<file path="config.mk">
export PLATFORM = sky130hd
export DESIGN_NAME = fetch_unit
export DESIGN_NICKNAME = d
export VERILOG_FILES = /design/src/rtl/fetch_unit.sv
export SDC_FILE = /design/constraint.sdc
export NUM_CORES = 1
export LEC_CHECK = 0
export ABC_CLOCK_PERIOD_IN_PS = 2600
export CORE_MARGIN = 2
export CORE_UTILIZATION = 30
export DETAILED_ROUTE_END_ITERATION = 12
export GPL_TIMING_DRIVEN = 0
export SLEW_MARGIN = 15
export SYNTH_ARGS = -nofsm -noshare
export SYNTH_HDL_FRONTEND = slang
export SYNTH_SLANG_ARGS = --single-unit
export TNS_END_PERCENT = 20
</file>
<file path="constraint.sdc">
create_clock -name clk -period 2.6 [get_ports clk]
set_input_delay 0.52 -clock clk [delete_from_list [all_inputs] [get_ports clk]]
set_output_delay 0.52 -clock clk [all_outputs]
set_load 0.01 [all_outputs]
</file>
<file path="src/rtl/fetch_unit.sv">
`default_nettype none
// ============================================================================
// Module   : fetch_unit
// Brief    : Instruction-fetch stage. Owns the PC, drives instmem address A and
//            loads the IF/ID register. Optional macro FETCH_ALIGN_CHECK_EN adds
//            misaligned-target detection (Fault + HALT).
// Revision : 1.0 - initial release
// ============================================================================
module fetch_unit #(
    parameter int                    DATA_WIDTH = 32,
    parameter logic [DATA_WIDTH-1:0] RESET_PC   = 32'hBFC00000,
    parameter logic [DATA_WIDTH-1:0] NOP_INSTR  = 32'h00000013
) (
    input  logic                  clk,
    input  logic                  rst,
    input  logic [1:0]            PCSrc,
    input  logic [DATA_WIDTH-1:0] PCTarget,
    input  logic [DATA_WIDTH-1:0] ALUResult,
    input  logic                  Stall,
    input  logic                  Flush,
    input  logic [DATA_WIDTH-1:0] Instr,
    output logic [DATA_WIDTH-1:0] A,
    output logic [DATA_WIDTH-1:0] Instr_D,
    output logic [DATA_WIDTH-1:0] PC_D,
    output logic [DATA_WIDTH-1:0] PCPlus4_D,
    output logic                  Valid_D,
    output logic                  Fault
);

    localparam logic [DATA_WIDTH-1:0] PC_STEP    = {{(DATA_WIDTH-3){1'b0}}, 3'd4};
    localparam logic [DATA_WIDTH-1:0] ALIGN_MASK = ~{{(DATA_WIDTH-2){1'b0}}, 2'b11};
    localparam logic [DATA_WIDTH-1:0] ZERO       = '0;

`ifdef FETCH_ALIGN_CHECK_EN
    typedef enum logic [1:0] {
        BOOT = 2'd0,
        RUN  = 2'd1,
        HALT = 2'd2
    } state_t;
`else
    typedef enum logic [1:0] {
        BOOT = 2'd0,
        RUN  = 2'd1
    } state_t;
`endif

    state_t                  state;
    state_t                  state_next;
    logic [DATA_WIDTH-1:0]   pc;
    logic [DATA_WIDTH-1:0]   pc_plus4;
    logic [DATA_WIDTH-1:0]   pc_sel;
    logic [DATA_WIDTH-1:0]   pc_next;
    logic [DATA_WIDTH-1:0]   pc_load_val;
    logic [DATA_WIDTH-1:0]   instr_d;
    logic [DATA_WIDTH-1:0]   pc_d;
    logic [DATA_WIDTH-1:0]   pc_plus4_d;
    logic                    valid_d;
    logic                    misaligned;
    logic                    update_pc;
    logic                    load_seq;
    logic                    squash;
    logic                    fault_set;

    assign pc_plus4 = pc + PC_STEP;

    always_comb begin
        pc_sel = pc_plus4;
        case (PCSrc)
            2'b01:   pc_sel = PCTarget;
            2'b10:   pc_sel = ALUResult;
            default: pc_sel = pc_plus4;
        endcase
    end

`ifdef FETCH_ALIGN_CHECK_EN
    assign pc_next    = pc_sel;
    assign misaligned = |pc_sel[1:0];
`else
    // Without checking, low bits are simply dropped so the PC stays word aligned.
    assign pc_next    = pc_sel & ALIGN_MASK;
    assign misaligned = 1'b0;
`endif

    always_ff @(posedge clk or negedge rst) begin
        if (!rst) begin
            state <= BOOT;
        end else begin
            state <= state_next;
        end
    end

    always_comb begin
        state_next  = state;
        update_pc   = 1'b0;
        load_seq    = 1'b0;
        squash      = 1'b0;
        fault_set   = 1'b0;
        pc_load_val = pc_next;
        case (state)
            BOOT: begin
                // First fetch is always sequential from RESET_PC; redirects are meaningless here.
                if (!Stall) begin
                    update_pc   = 1'b1;
                    load_seq    = 1'b1;
                    pc_load_val = pc_plus4;
                    state_next  = RUN;
                end
            end
            RUN: begin
                if (Flush || !Stall) begin
                    if (misaligned) begin
                        fault_set = 1'b1;
                        squash    = 1'b1;
`ifdef FETCH_ALIGN_CHECK_EN
                        state_next = HALT;
`endif
                    end else begin
                        update_pc = 1'b1;
                        squash    = Flush;
                        load_seq  = !Flush;
                    end
                end
            end
            default: begin
                // HALT: everything frozen until reset.
                state_next = state;
            end
        endcase
    end

    always_ff @(posedge clk or negedge rst) begin
        if (!rst) begin
            pc         <= RESET_PC;
            instr_d    <= NOP_INSTR;
            pc_d       <= ZERO;
            pc_plus4_d <= ZERO;
            valid_d    <= 1'b0;
        end else begin
            if (update_pc) begin
                pc <= pc_load_val;
            end
            if (squash) begin
                instr_d    <= NOP_INSTR;
                pc_d       <= ZERO;
                pc_plus4_d <= ZERO;
                valid_d    <= 1'b0;
            end else if (load_seq) begin
                instr_d    <= Instr;
                pc_d       <= pc;
                pc_plus4_d <= pc_plus4;
                valid_d    <= 1'b1;
            end
        end
    end

`ifdef FETCH_ALIGN_CHECK_EN
    logic fault_q;

    always_ff @(posedge clk or negedge rst) begin
        if (!rst) begin
            fault_q <= 1'b0;
        end else if (fault_set) begin
            fault_q <= 1'b1;
        end
    end

    assign Fault = fault_q;
`else
    assign Fault = 1'b0;
`endif

    assign A         = pc;
    assign Instr_D   = instr_d;
    assign PC_D      = pc_d;
    assign PCPlus4_D = pc_plus4_d;
    assign Valid_D   = valid_d;

endmodule
`default_nettype wire

</file>
Word level (Yosys, flattened, before mapping)

Cells that the tools add are included.

Flip-flop bits (word level): 130
Latch bits: 0
RAM bits: 0
ROM bits: 0
Output and inout bits: 130
Word-level logic and storage cells: 34
Memories kept: 0

$add $sub $neg: 1
Multiply operators: 0
Divide/modulo/power cells: 0
$lt $le $gt $ge: 0
Equal/unequal tests: 2
Shift operators: 0
Muxes and demuxes: 18
Bitwise operators: 1
Reductions and logical operators: 6

Operators with widths:

| operator                                            | number |
|---|---|
| 2-to-1 mux 32 bit                                   | 8 |
| one-hot mux 32 bit (2 select lines)                 | 1 |
| adder 32 x 3 -> 32 bit, second input constant       | 1 |
| 2-to-1 mux 1 bit                                    | 7 |
| one-hot mux 1 bit (2 select lines)                  | 2 |
| equality test 2 x 1 -> 1 bit, second input constant | 1 |
| equality test 2 bit, second input constant          | 1 |
| logical NOT 1 bit                                   | 2 |
| logical NOT 2 bit                                   | 1 |
| AND reduction 2 bit                                 | 1 |
| nonzero test 2 bit                                  | 1 |
| logical OR 1 bit                                    | 1 |
| NOT 1 bit                                           | 1 |

Depth between registers and ports, before layout

Gate-level depths: netlist of run 1.

Depth in word-level cells: 6
Depth in mapped cells: 8

Least setup slack after synthesis of run 1

No wires, ideal clock.

Kind: flip-flop to flip-flop
Start: register pc[2], in the netlist A[2]
End: register pc[26], in the netlist A[26]
Arrival: 2.051 ns
Slack: 0.451 ns
Cell stages (with the launch flop): 7
Path buffers: 1
Clock period less this slack: 2.149 ns
Cells stage by stage: dfrtp_1 -> ha_1 -> nand4_1 -> or4_1 -> buf_2 -> or3_1 -> o311ai_1

Longest elaborated chain between the ends: 4

RTL lines:

| element                             | line | RTL |
|---|---|---|
| start, declared                     | 49   | `logic [DATA_WIDTH-1:0] pc;` |
| start signal, assigned              | 140  | `pc <= pc_load_val;` |
| adder 32 x 3 -> 32 bit *            | 64   | `assign pc_plus4 = pc + PC_STEP;` |
| one-hot mux 32 bit (2 select lines) | 68   | `case (PCSrc)` |
| 2-to-1 mux 32 bit                   | 102  | `if (!Stall) begin` |
| 2-to-1 mux 32 bit *                 | 99   | `case (state)` |

Every way passes the cells marked *; elsewhere a longest branch is shown, timed or not.
A chain may end at the register's enable or synchronous reset.

Worst setup path after layout of run 1

Start: register pc[6], in the netlist A[6]
End: register pc[18], in the netlist A[18]

The elaborated chain is that of the path after synthesis.

==> metrics.txt, run 1 <==
outcome finished, final reports clean; Total Die Area 23000 µm²; drt wl/cell 20.7 µm; clk_skew 0.00822 ns; die width 152 µm; max-slew violation count 0; via count 6417; clk sinks 125; most frequent cells in the layout clkdlybuf4s50_1, dfrtp_1, nor2_1; vias in the first global route 6369; static leakage 4.01 nW; Synth warnings 0; switching pwr 2.09 mW; syn avg cell area 9.70 µm²; measured slew at the worst slew-check pin 0.792 ns; Top Ports 232; Comb pwr share 0.267; clk root buf clkbuf_16; endpoints failing setup 0; Worst IR Drop VDD 0.448 mV; drt total wl 25000 µm; # diodes 0; final hold violation count 0; Worst Path Required 2.96 ns; Die Span Y 152 µm; Synth Register Bits 125; clock transition at the registers of the reported paths 0.06 ns; Initial Utilization 0.308; Hold Path Class in2async; worst relative slew slack 0.467; period utilisation layout 0.981; Syn-to-layout area delta 49.5%; Crit. End Element flop; internal power 4.47 mW; row cnt 53; maximum operating frequency 392 MHz; final core occ 0.460; Max-Cap Viols 0; FFs w/ async S/R, synth 1.00; P per Cell Area 671 nW/µm²; R2R setup slack 0.05 ns; residual DRC count 0; RSZ-0062 raised after global routing true; Most used DFF post-synth dfrtp_1; total global-route track usage 0.222; Seq/Total Area, Yosys 0.481; crit path max fanout 10; Sw Share 0.319; post-detail-place hpwl 18400 µm; fin nets 1024; layout cells sized above 1 0.0912; hold slack 0.0406 ns; H-tree Lvls 4; CORE AREA 21200 µm²; drt first pass iters 5; Worst EP arrival 2.91 ns; Syn Inst Count 673; Reg-to-Reg Start A[6]$_DFFE_PN0P_; largest net degree at the start of global routing 76; TNS Setup 0 ns; Starting DRT DRC Count 687; drt via density 5.32; Sequential Power Share 0.368; TritonCTS clock tree built; TritonCTS Buffers 17; reg2reg end A[18]$_DFFE_PN0P_; CTS max path bufs 2; crit path kind reg2reg; initial antenna violation count 0; R2R cell count 6; CP startpoint kind flop; clk_lat worst skew 0.42 ns; # port buffers 224; Synth cell types 59; Routed Antenna Nets 0; first-pass GRT wire length 38100 µm; buffers inserted by post-CTS timing repair 0; Post-CTS Hold Fix Bufs 0; GPL Wtd Cong 0.921; min Tclk post-route 2.55 ns; commonest non-fill, non-tap cell in the layout clkdlybuf4s50_1; Netlist Area Pre-Place 6530 µm²; number of enable flip-flop cells after synthesis 0; GRT Residual Overflow 0; Clk pwr share 0.365
-- through the flow --
step	cell area, µm²	worst slack (ns)	std cells	power [mW]
floorplan	6540	0.451	675	3.18
global placement	9120	-4.29	1174	4.17
detailed placement	9150	-0.788	1175	4.18
CTS	9750	0.0168	1207	6.60
global route	9760	-0.0495	1207	6.88
finish	9760	0.0501	1207	6.55
-- cells by family after synthesis --
| group | Yosys count | synth area share |
|---|---|---|
| AO/OA/AOI/OAI | 180 | 0.193 |
| XOR/XNOR | 11 | 0.0148 |
| adder cells (fa/ha/maj) | 3 | 0.00575 |
| buffers and inverters | 77 | 0.0510 |
| flip-flops | 125 | 0.481 |
| multiplexers | 55 | 0.0843 |
| other | 1 | 0.000574 |
| AND/OR/NAND/NOR | 221 | 0.170 |
-- Yosys cell counts (5+ instances only) --
cell type,instances,area (µm²)
nand3_1,24,120
a21oi_1,28,140
nand4_1,13,81.3
mux2i_1,55,551
dfstp_2,12,315
o311ai_0,8,70.1
and3_1,6,37.5
buf_1,10,37.5
and4_1,5,43.8
nand2_1,39,146
and2_1,8,50.1
or4_1,13,97.6
a311oi_1,5,43.8
buf_2,12,60.1
xor2_1,5,43.8
clkbuf_1,41,154
buf_4,7,52.6
a211oi_1,7,52.6
nor4_1,9,56.3
nor3_1,6,30.0
o21ai_0,36,180
o22a_1,7,61.3
o31ai_1,6,45.0
nor2_1,74,278
dfrtp_1,113,2830
xnor2_1,6,52.6
o211ai_1,7,52.6
a22oi_1,18,135
or3_1,10,62.6
a31oi_1,13,81.3
a22o_1,14,123
a221oi_1,8,70.1
-- layout make-up --
cell class                      instances  area [µm²]
Timing Repair Buffer                  225        2270
Sequential cell                       125        3140
Tap cell                              275         344
Inverter                                5        18.8
Buffer                                 72         327
Fill cell                            2082       11500
Clock inverter                         15         163
Clock buffer                           17         425
Multi-Input combinational cell        473        3070
-- flip-flops by register name, summed over array words and instances (netlist names) --
register and count:
Valid_D 1, state 1, PCPlus4_D 30, PC_D 31, Instr_D 32, A 30
-- critical path, stage by stage, from the launching register on --
cell	delay, ns
dfrtp_1	0.41
clkbuf_1	0.47
and4_1	0.27
clkbuf_1	0.40
nand3_1	0.31
or4_1	0.53
nand3_1	0.09
-- power by group through the flow --
stage | combinational [mW] | sequential, mW | clock, mW
6_report | 1.75 | 2.41 | 2.39
2_1_floorplan | 0.689 | 2.50 | 0
3_3_place_gp | 1.73 | 2.44 | 0
3_5_place_dp | 1.74 | 2.44 | 0
5_1_grt | 1.89 | 2.45 | 2.54
4_1_cts | 1.75 | 2.41 | 2.44
-- how the worst max path moves through the flow --
stage / start / endpoint / slack [ns]
after detailed placement: PCSrc[0] / A[16]$_DFFE_PN0P_ / -0.79
after global placement: rst / Instr_D[24]$_DFFE_PN0P_ / -4.29
after global routing: A[6]$_DFFE_PN0P_ / A[18]$_DFFE_PN0P_ / -0.05
after floorplan: A[2]$_DFFE_PN0P_ / A[26]$_DFFE_PN1P_ / 0.45
final: A[6]$_DFFE_PN0P_ / A[18]$_DFFE_PN0P_ / 0.05
after CTS: Stall / PC_D[7]$_DFFE_PN0P_ / 0.02
-- routing by layer --
metal,global-route usage,up-vias,share of wire
met4,0.0593,0,0.014
met3,0.0668,22,0.095
met2,0.338,306,0.45
li1,-,3004,-
met5,0,-,0
met1,0.308,3085,0.44
-- what timing repair did --
action                     in CTS  in global routing
gates resized for setup         5                 11
cloned                          0                  0
setup endpoints to repair      20                 63
Power figures use the tool's default switching activity.
==> inputs of run 2 (changes only) <==
--- a/config.mk
+++ b/config.mk
@@ -6,6 +6,7 @@
 export NUM_CORES = 1
 export LEC_CHECK = 0
 export ABC_CLOCK_PERIOD_IN_PS = 2600
+export CAP_MARGIN = 20
 export CORE_MARGIN = 2
 export CORE_UTILIZATION = 30
 export DETAILED_ROUTE_END_ITERATION = 12
==> run 2 against run 1 <==
Compared with the run above:
- clock-buffer cell count is 1 higher
- sequential power hardly changed
- first-iteration DRC count is 20% lower
- non-clock buffer count is 1 higher
- design area is 0.21% higher
- worst setup slack worse by 0.0095 ns
- clock power is 5% higher
- register-to-register slack hardly changed
- hold slack better by 0.0016 ns
- global-route usage hardly changed
- largest power group is now the clock network
==> metrics.txt, run 2 (synthesis results as in run 1) <==
layout cells sized above 1 0.0890 (-0.00224); post-detail-place hpwl 18400 µm (+0.29%); drt wl/cell 20.8 µm (+0.55%); CTS max path bufs 2 (unchanged); max-slew violation count 0 (unchanged); period utilisation layout 0.984 (+0.00364); Comb pwr share 0.262 (-0.005); endpoints failing setup 0 (unchanged); Clk pwr share 0.376 (+0.011); # port buffers 224 (unchanged); drt via density 5.37 (+0.93%); internal power 4.57 mW (+2.2%); R2R cell count 6 (unchanged); clk_skew 0.00998 ns (+0.00176 ns); clk_lat worst skew 0.42 ns (about the same); CP startpoint kind flop; switching pwr 2.10 mW (+0.54%); RSZ-0062 raised after global routing true; Initial Utilization 0.308 (unchanged); largest net degree at the start of global routing 76 (unchanged); maximum operating frequency 391 MHz (-0.37%); Sw Share 0.315 (-0.00361); first-pass GRT wire length 38300 µm (+0.49%); H-tree Lvls 4 (unchanged); max reg flops 32 (unchanged); fin nets 1025 (+0.098%); crit path max fanout 10 (unchanged); Total Die Area 23000 µm² (unchanged); crit path kind reg2reg; TritonCTS clock tree built; worst relative slew slack 0.480 (+0.0127); residual DRC count 0 (unchanged); commonest non-fill, non-tap cell in the layout clkdlybuf4s50_1; static leakage 4.02 nW (+0.41%); GRT Residual Overflow 0 (unchanged); Routed Antenna Nets 0 (unchanged); Worst IR Drop VDD 0.450 mV (+0.45%); drt total wl 25200 µm (+0.63%); vias in the first global route 6462 (+1.5%); CORE AREA 21200 µm² (unchanged); # diodes 0 (unchanged); GPL Wtd Cong 0.921 (unchanged); Starting DRT DRC Count 553 (-20%); Crit. End Element flop; initial antenna violation count 0 (unchanged); min Tclk post-route 2.56 ns (+0.00947 ns); clock transition at the registers of the reported paths 0.06 ns (about the same); row cnt 53 (unchanged); Top Ports 232 (unchanged); CP max stage delay 0.53 ns (about the same); crit-path cells clkbuf_1, and4_1, clkbuf_1, nand3_1, or4_1, nand3_1; total power 6.67 mW (+1.7%); Worst EP arrival 2.92 ns (about the same); measured slew at the worst slew-check pin 0.780 ns (-0.0125 ns); final setup margin 0.0406 ns (-0.00947 ns); Fillers 2100 (+0.86%); Slowest-stage cell, CP or4_1; P per Cell Area 681 nW/µm² (+1.5%); die width 152 µm (unchanged); hold slack 0.0422 ns (+0.00155 ns); TritonCTS Buffers 17 (unchanged); via count 6482 (+1.0%); Max-Cap Viols 0 (unchanged); Cell Count Post-Placement 1176 (+0.085%); clk root buf clkbuf_16; Worst Path Required 2.96 ns (about the same); clk sinks 125 (unchanged); final hold violation count 0 (unchanged); outcome finished, final reports clean; drt first pass iters 6 (+1); DP Worst Slack -0.791 ns (-0.00362 ns); Hold Path Class in2async; most frequent cells in the layout clkdlybuf4s50_1, dfrtp_1, nor2_1; total global-route track usage 0.223 (+0.000469); Sequential Power Share 0.362 (-0.006); Syn-to-layout area delta 49.8%; Non-Filler Instances 1208 (+0.083%); Die Span Y 152 µm (unchanged)
run 2: cell types whose count changed in the layout (fill, tap and decap cells not counted), sizes merged:
cell      change
buf           +2
bufinv        +1
clkinv        -1
clkinvlp      -1
run 2: power by group through the flow:
| stage | logic [mW] | registers, mW | clock network (mW) |
|---|---|---|---|
| after global placement | 1.73 | 2.44 | 0 |
| final | 1.75 | 2.41 | 2.50 |
| after CTS | 1.75 | 2.41 | 2.54 |
| after floorplan | 0.689 | 2.50 | 0 |
| after global routing | 1.89 | 2.44 | 2.61 |
| after detailed placement | 1.74 | 2.44 | 0 |
run 2: path summary, 6_finish.rpt:
path,startpoint,to,slack (ns)
max,A[6]$_DFFE_PN0P_,A[18]$_DFFE_PN0P_,0.04
max reg2reg,A[6]$_DFFE_PN0P_,A[18]$_DFFE_PN0P_,0.04
max in group asynchronous,rst,A[23]$_DFFE_PN1P_,1.76
min reg2reg,Valid_D$_DFFE_PN0P_,Valid_D$_DFFE_PN0P_,0.48
min in group clk,Valid_D$_DFFE_PN0P_,Valid_D$_DFFE_PN0P_,0.48
min,rst,PC_D[22]$_DFFE_PN0P_,0.04
run 2: metal layers:
metal / vias up / part of all wire / global-route usage / wire length, µm
li1: 2995 / - / - / -
met1: 3128 / 0.44 / 0.304 / 11000
met2: 327 / 0.45 / 0.339 / 11300
met3: 32 / 0.095 / 0.0647 / 2390
met4: 0 / 0.021 / 0.0750 / 519
met5: - / 0 / 0 / 0
run 2: final cells by class:
cell class / count / area (µm²) / share of cell area
Tap cell: 275 / 344 / 0.0352
Inverter: 5 / 18.8 / 0.00192
Buffer: 72 / 327 / 0.0334
Clock inverter: 14 / 181 / 0.0185
Clock buffer: 18 / 429 / 0.0439
Timing Repair Buffer: 226 / 2280 / 0.233
Multi-Input combinational cell: 473 / 3060 / 0.313
Sequential cell: 125 / 3140 / 0.321
run 2: metrics by stage:
stage / area, µm² / setup TNS [ns] / util
CTS: 9770 / 0 / 0.461
global placement: 9120 / -549.12 / 0.430
detailed placement: 9160 / -37.62 / 0.432
finish: 9780 / 0 / 0.461
global route: 9780 / -0.0927 / 0.461
floorplan: 6540 / 0 / -
run 2: what timing repair did:
| item | in CTS | in global routing |
|---|---|---|
| gates resized for setup | 4 | 11 |
| hold buffers | 0 | 0 |
| endpoints found under the setup margin | 15 | 69 |
| pin swaps | 0 | 0 |
| setup buffers | 0 | 0 |
| endpoints found under the hold margin | 0 | 0 |
run 2: worst max-delay path: cells and delay by family, from the launching register on:
family,cells,cell delay (ns)
AND/OR/NAND/NOR,4,1.22
flip-flops,1,0.43
buffers and inverters,2,0.84
